**src/rtl/mips_io_pkg.sv**
```systemverilog
// mips_io_pkg: register offsets, STATUS bit positions and UART FSM states
// shared by the MIPS memory-mapped I/O responder and its UART engine.
package mips_io_pkg;

  localparam logic [3:0] OFF_PORT_OUT = 4'h0;
  localparam logic [3:0] OFF_PORT_IN  = 4'h4;
  localparam logic [3:0] OFF_TX_DATA  = 4'h8;
  localparam logic [3:0] OFF_STATUS   = 4'hC;

  localparam int ST_BUSY    = 0;
  localparam int ST_OVERRUN = 1;
  localparam int ST_IN_CHG  = 2;

  typedef enum logic [1:0] {
    S_IDLE,
    S_START,
    S_DATA,
    S_STOP
  } tx_state_e;

endpackage

```
**src/rtl/mips_io_responder_uart_tx_engine.sv**
```systemverilog
// uart_tx_engine: 8N1 transmitter, one start bit, 8 data bits LSB first,
// one stop bit, each lasting CLKS_PER_BIT clocks. Line idles high.
module uart_tx_engine
  import mips_io_pkg::*;
#(
  parameter int CLKS_PER_BIT = 16
) (
  input  logic       clk,
  input  logic       reset,
  input  logic       start_i,
  input  logic [7:0] data_i,
  output logic       busy_o,
  output logic       tx_o
);

  localparam int CW = (CLKS_PER_BIT < 2) ? 1 : $clog2(CLKS_PER_BIT);
  localparam logic [CW-1:0] LAST = CW'(CLKS_PER_BIT - 1);

  tx_state_e     state_q, state_d;
  logic [CW-1:0] cnt_q, cnt_d;
  logic [2:0]    idx_q, idx_d;
  logic [7:0]    sh_q, sh_d;
  logic          bit_end;

  assign bit_end = (cnt_q == LAST);
  assign busy_o  = (state_q != S_IDLE);

  // Next-state: bit-period counter, bit index and shift register
  always_comb begin
    state_d = state_q;
    cnt_d   = cnt_q;
    idx_d   = idx_q;
    sh_d    = sh_q;
    unique case (state_q)
      S_IDLE: begin
        if (start_i) begin
          state_d = S_START;
          cnt_d   = '0;
          idx_d   = '0;
          sh_d    = data_i;
        end
      end
      S_START: begin
        cnt_d = bit_end ? '0 : cnt_q + 1'b1;
        if (bit_end) state_d = S_DATA;
      end
      S_DATA: begin
        cnt_d = bit_end ? '0 : cnt_q + 1'b1;
        if (bit_end) begin
          sh_d  = {1'b0, sh_q[7:1]};
          idx_d = idx_q + 3'd1;
          if (idx_q == 3'd7) state_d = S_STOP;
        end
      end
      S_STOP: begin
        cnt_d = bit_end ? '0 : cnt_q + 1'b1;
        if (bit_end) state_d = S_IDLE;
      end
      default: state_d = S_IDLE;
    endcase
  end

  // Line level is decoded from state so reset forces it high at once
  always_comb begin
    tx_o = 1'b1;
    unique case (state_q)
      S_START: tx_o = 1'b0;
      S_DATA:  tx_o = sh_q[0];
      default: tx_o = 1'b1;
    endcase
  end

  // State register
  always_ff @(posedge clk or posedge reset) begin
    if (reset) begin
      state_q <= S_IDLE;
      cnt_q   <= '0;
      idx_q   <= '0;
      sh_q    <= '0;
    end else begin
      state_q <= state_d;
      cnt_q   <= cnt_d;
      idx_q   <= idx_d;
      sh_q    <= sh_d;
    end
  end

endmodule

```
**src/rtl/mips_io_responder.sv**
```systemverilog
// mips_io_responder: 16-byte MMIO window with output port, synced input
// port, UART TX and status. UART built only with MIPS_IO_UART_EN defined.
module mips_io_responder
  import mips_io_pkg::*;
#(
  parameter logic [31:0] BASE_ADDRESS = 32'hFFFF_0000,
  parameter int          CLKS_PER_BIT = 16
) (
  input  logic        clk,
  input  logic        reset,
  input  logic [31:0] Address,
  input  logic [31:0] WriteData,
  input  logic        MemWrite,
  input  logic        MemRead,
  output logic [31:0] ReadData,
  output logic        IoSelect,
  input  logic [7:0]  PortIn,
  output logic [31:0] PortOut,
  output logic        TxSerial
);

  logic        hit;
  logic [3:0]  off;
  logic        wr_out, wr_tx, wr_st;
  logic [31:0] port_out_q;
  logic [7:0]  sync1_q, sync2_q;
  logic        in_chg_q, in_chg_d;
  logic        busy, overrun;
  logic [31:0] status;
  logic        unused_addr;

  assign unused_addr = ^Address[1:0];
  assign hit      = (Address[31:4] == BASE_ADDRESS[31:4]);
  assign IoSelect = hit;
  assign off      = {Address[3:2], 2'b00};
  assign wr_out   = hit && MemWrite && (off == OFF_PORT_OUT);
  assign wr_tx    = hit && MemWrite && (off == OFF_TX_DATA);
  assign wr_st    = hit && MemWrite && (off == OFF_STATUS);
  assign PortOut  = port_out_q;

  always_comb begin
    status             = '0;
    status[ST_BUSY]    = busy;
    status[ST_OVERRUN] = overrun;
    status[ST_IN_CHG]  = in_chg_q;
  end

`ifdef MIPS_IO_UART_EN
  logic ovr_q, ovr_d;

  uart_tx_engine #(
    .CLKS_PER_BIT(CLKS_PER_BIT)
  ) u_tx (
    .clk    (clk),
    .reset  (reset),
    .start_i(wr_tx && !busy),
    .data_i (WriteData[7:0]),
    .busy_o (busy),
    .tx_o   (TxSerial)
  );

  // Overrun: dropped store sets it, W1C clears, set wins
  always_comb begin
    ovr_d = ovr_q;
    if (wr_st && WriteData[ST_OVERRUN]) ovr_d = 1'b0;
    if (wr_tx && busy) ovr_d = 1'b1;
  end

  // Overrun flag register
  always_ff @(posedge clk or posedge reset) begin
    if (reset) ovr_q <= 1'b0;
    else       ovr_q <= ovr_d;
  end

  assign overrun = ovr_q;
`else
  logic unused_tx;
  assign unused_tx = wr_tx;
  assign busy      = 1'b0;
  assign overrun   = 1'b0;
  assign TxSerial  = 1'b1;
`endif

  // Synced value changes at the edge where sync2 takes sync1; set wins
  always_comb begin
    in_chg_d = in_chg_q;
    if (wr_st && WriteData[ST_IN_CHG]) in_chg_d = 1'b0;
    if (sync1_q != sync2_q) in_chg_d = 1'b1;
  end

  // Output port, input synchronizer and change flag
  always_ff @(posedge clk or posedge reset) begin
    if (reset) begin
      port_out_q <= '0;
      sync1_q    <= '0;
      sync2_q    <= '0;
      in_chg_q   <= 1'b0;
    end else begin
      if (wr_out) port_out_q <= WriteData;
      sync1_q  <= PortIn;
      sync2_q  <= sync1_q;
      in_chg_q <= in_chg_d;
    end
  end

  // Zero-latency load mux; returns pre-write values
  always_comb begin
    ReadData = '0;
    if (hit && MemRead) begin
      unique case (off)
        OFF_PORT_OUT: ReadData = port_out_q;
        OFF_PORT_IN:  ReadData = {24'h0, sync2_q};
        OFF_STATUS:   ReadData = status;
        default:      ReadData = '0;
      endcase
    end
  end

endmodule
```
**config.mk**
```make
export PLATFORM = sky130hd
export DESIGN_NAME = mips_io_responder
export DESIGN_NICKNAME = d
export VERILOG_FILES = /design/src/rtl/mips_io_pkg.sv /design/src/rtl/mips_io_responder_uart_tx_engine.sv /design/src/rtl/mips_io_responder.sv
export SDC_FILE = /design/constraint.sdc
export NUM_CORES = 1
export LEC_CHECK = 0
export ABC_AREA = 0
export BUFFER_PORTS_ARGS = -buffer_cell sky130_fd_sc_hd__clkbuf_2
export CORE_MARGIN = 1
export CORE_UTILIZATION = 38
export DETAILED_ROUTE_END_ITERATION = 8
export GPL_TIMING_DRIVEN = 0
export PLACE_DENSITY = 0.8
export SLEW_MARGIN = 20
export SYNTH_ARGS = -nofsm -noshare
export SYNTH_HDL_FRONTEND = slang
export SYNTH_SLANG_ARGS = --single-unit
```
**constraint.sdc**
```tcl
create_clock -name clk -period 5.4 [get_ports clk]
set_clock_uncertainty 0.05 [all_clocks]
set_input_delay 0.54 -clock clk [delete_from_list [all_inputs] [get_ports clk]]
set_output_delay 0.54 -clock clk [all_outputs]
set_load 0.03 [all_outputs]
```
==> Yosys cells after proc, flatten, opt, wreduce, memory -nomap -nowiden <==
Cells that the tools add are included.
{ "totals": {"regBits": 49, "in_bits": 76, "output_inout_bits": 66, "wordCells": 19} }
{ "classes": {"n_eq_ne": 4, "muxes": 4, "n_reduce_logical": 7} }
{ "ops": {"columns": ["op", "count"], "rows": [
  ["case mux 32 bit (3 select lines)", 1],
  ["two-way mux 32 bit", 1],
  ["== test 28 bit (second input constant)", 1],
  ["inequality test 8 bit", 1],
  ["logical AND 1 bit", 5],
  ["logical NOT 4 bit", 1],
  ["== test 2 x 1 -> 1 bit (second input constant)", 1],
  ["== test 2 bit (second input constant)", 1],
  ["two-way mux 1 bit", 2],
  ["nonzero test 2 bit", 1]
]} }

==> Depth between registers and ports, before layout <==
{ "depth": {"word_depth": 6, "mapped_depth": 5, "depth_no_buf": 4} }

==> Worst setup path after synthesis <==
No wires, ideal clock.
{ "synth_timing": {"path_kind": "input port to output port", "start": "in Address[13]", "end": "out ReadData[12]", "t_arrival_ps": 2258, "required_time_ps": 4810, "slack_ps": 2552, "cell_stages": 5, "path_buffers": 1, "path_cell_list": "or4b_4 nor4_4 and3_1 clkbuf_2 and3_1"} }
{ "synth_between": {"elab_chain_cells": 3} }
{ "synth_rtl": {"columns": ["element", "line", "source"], "rows": [
  ["from (decl)", "mips_io_responder.sv:11", "input logic [31:0] Address,"],
  ["== test 28 bit", "mips_io_responder.sv:33", "assign hit = (Address[31:4] == BASE_ADDRESS[31:4]);"],
  ["logical AND 1 bit", "mips_io_responder.sv:109", "if (hit && MemRead) begin"],
  ["two-way mux 32 bit", "mips_io_responder.sv:109", null],
  ["to (decl)", "mips_io_responder.sv:15", "output logic [31:0] ReadData,"]
]} }
No other way between the ends.

==> Worst setup path in the final report <==
{ "layout_timing": {"start": "in Address[13]", "end": "out ReadData[23]"} }
The elaborated chain is that of the path after synthesis.

==> impl_metrics.csv <==
group,metric,value,unit
run_status,status,"finished clean",
placement,portBuffers,138,
sta,min_period,3.22,ns
sta,slew_viol_final,0,
clock_network,clock-root-buffer,"clkbuf_8",
yosys,syn_inst,161,
yosys,avgSynthCellArea,14.1,um^2
yosys,synthFlopType,"dfrtp_1",
power_and_ir_drop,ir_worst_vdd,115,uV
power_and_ir_drop,sequentialPowerShare,0.542,
setup_path,path_class,"in2out",
global_routing,grt_pass1_wl,8830,um
yosys,muxShareOfSynthArea,0.243,
setup_path,critPathCaptureType,"output pin",
setup_path,worst-endpoint-required,4.81,ns
floorplanning,die_area,0.00630,mm^2
sta,rsz0062_at_grt,"no",
global_routing,grt_use_total,0.186,
yosys,synthSimpleGateAreaFrac,0.150,
global_routing,gr-total-overflow,0,
setup_path,critPathMaxFanout,10,
yosys,synth_nets,237,
sta,max_slew_margin,0.494,
finish,nFillCells,495,
floorplanning,fp.dieW,79.4,um
power_and_ir_drop,pwr-share-clk,0.379,
detailed_routing,vias_per_cell,4.77,
finish,drive_above_1_share,0.610,
floorplanning,rows,27,
floorplanning,pin_count,142,
detailed_routing,vias,1811,
yosys,synth_top_family_by_area,"multiplexers",
sta,tightestPinTransition,0.753,ns
yosys,synthAdderAreaFrac,0,
global_routing,grt_max_degree,31,
sta,max_freq,0.310,GHz
setup_path,regToRegSetupSlack,4.28,ns
finish,antennaDiodeCount,0,
yosys,synthXorXnorAreaFrac,0.0308,
clock_network,cts_hold_buf,0,
yosys,ys_types,24,
hold_path,hold_class,"in2async",
power_and_ir_drop,power_density,218,mW/mm^2
clock_network,cts_tree,"yes",
job,max_cap_viol_count,0,
detailed_routing,avgRoutedWirePerCell,14.7,um
yosys,synth_seq_cells,49,
sta,fin_tns_setup,0,ns
finish,regArea,0.00123,mm^2
detailed_routing,finalWirelength,5590,um
clock_network,cts.repair.resized,0,
yosys,ys_seq_area_frac,0.539,
floorplanning,fp.coreArea,0.00564,mm^2
clock_network,clock_sinks,49,
detailed_routing,drc_errors,0,
detailed_routing,dr.first_iter.drc_count,69,
setup_path,worstPathArrival,2.63,ns
yosys,synth.cell_area,0.00227,mm^2
clock_network,insertion_delay,0.29,ns
yosys,yosys-top-cells-area,"dfrtp_1 (54%), mux2_4 (20%), and3_1 (7.2%)",
yosys,synth_compound_area_frac,0.00605,
sta,hold_violations,0,
detailed_routing,ant_nets,0,
yosys,synthArstFlopShare,1.00,
yosys,synth_top_area_frac,0.539,
power_and_ir_drop,power.leakage,1.92,nW
detailed_routing,firstDrtPassIters,4,
setup_path,startpoint_type,"primary input",
sta,finalSetupViolations,0,
floorplanning,start_util,0.403,
yosys,yosys.area.top_type,"dfrtp_1",
global_routing,antenna_found_initial,0,
yosys,synth_edf_count,0,
clock_network,post_cts_buffers,0,
finish,utilization,0.566,
power_and_ir_drop,swShare,0.205,
global_routing,grt_pass1_vias,1815,
yosys,yosys_warnings,0,
power_and_ir_drop,internal_power,0.553,mW
finish,multi_input_area,982,um^2
finish,nets,383,
finish,area.growth.synth_to_final,40.3,%
yosys,synth.most_common_cell,"dfrtp_1",
clock_network,htree_levels,2,
power_and_ir_drop,pwr-share-comb,0.079,
floorplanning,fp.dieH,79.4,um
clock_network,clk_pin_slew,0.09,ns
power_and_ir_drop,p_sw,0.142,mW
placement,gp_congestion,0.734,
sta,finalCritPeriodShare,0.597,
yosys,synthTopCellsByCount,"dfrtp_1 (49), mux2_4 (30), and3_1 (26)",
clock_network,clock_path_buffers,2,
clock_network,cts-buffers-inserted,5,
placement,dpl.hpwl,4550,um
[sequential cells by signal, indices dropped and copies added (netlist names)]
signal,cells
sync1_q,8
in_chg_q,1
sync2_q,8
PortOut,32
[placed cells by master, fill, tap and decap left out, types with 2 or more instances in the layout]
cell type and count:
mux2_2 2, nand4_1 6, or4_1 2, xnor2_1 8
and3_1 26, and2_1 2, mux2_4 30, mux2i_1 8
clkbuf_1 4, nand4b_1 2, clkbuf_8 6, buf_6 3
clkbuf_2 140, nor2_1 8, dfrtp_1 49
[logic make-up (layout without fill, tap and decap cells)]
kind of cell,after synthesis,after routing
mux,40,40
other cells,1,1
flops,49,49
buf+inv,10,157
xor+xnor,8,8
simple gates,51,51
compound gates,2,2
[per-layer routing]
layer  up-vias  track usage  wire, um
met5         -            0         0
met4         0       0.0382        32
met3         5       0.0480       390
met2        81        0.318      2820
met1       860        0.236      2340
li1        865            -         -
[area by class of cell]
cell class              count  area share
flip-flops and latches     49       0.384
multi-input cells         102       0.308
repair buffers            139       0.223
well taps                  72      0.0282
clock buffers               7      0.0270
plain buffers               9      0.0196
clock inverters             1     0.00941
inverters                   1     0.00118
[critical path: stages]
cell and delay, ns:
clkbuf_2 0.08, or4b_4 0.55, nor4_4 0.42, and3_1 0.38, clkbuf_2 0.26, and3_1 0.19, clkbuf_2 0.20
[power by group through the flow]
stage	registers (mW)	clock network, mW	logic [mW]
after global routing	0.378	0.292	0.0607
final	0.377	0.264	0.0547
after detailed placement	0.385	0	0.0554
after floorplan	0.383	0	0.0215
after global placement	0.384	0	0.0520
after CTS	0.377	0.270	0.0557
[final timing paths]
path	startpoint	to	cells past startpoint
max in group asynchronous	reset	PortOut[1]$_DFFE_PP0P_	3
min	reset	PortOut[0]$_DFFE_PP0P_	2
min reg2reg	sync1_q[6]$_DFF_PP0_	sync2_q[6]$_DFF_PP0_	0
max reg2reg	sync1_q[5]$_DFF_PP0_	in_chg_q$_DFFE_PP0P_	3
max	Address[13]	ReadData[23]	7
min in group clk	PortIn[0]	sync1_q[0]$_DFF_PP0_	1
[through the flow]
| stage | area [um^2] | instances | worst slack, ns | total power, mW | hold slack (ns) |
|---|---|---|---|---|---|
| floorplan | 2270 | 161 | 2.55 | 0.405 | 0.323 |
| global placement | 3060 | 371 | 2.19 | 0.436 | 0.326 |
| detailed placement | 3080 | 372 | 2.18 | 0.440 | 0.330 |
| CTS | 3190 | 380 | 2.16 | 0.703 | 0.181 |
| global route | 3190 | 380 | 2.05 | 0.730 | 0.195 |
| finish | 3190 | 380 | 2.18 | 0.695 | 0.180 |
Power figures use the tool's default switching activity.
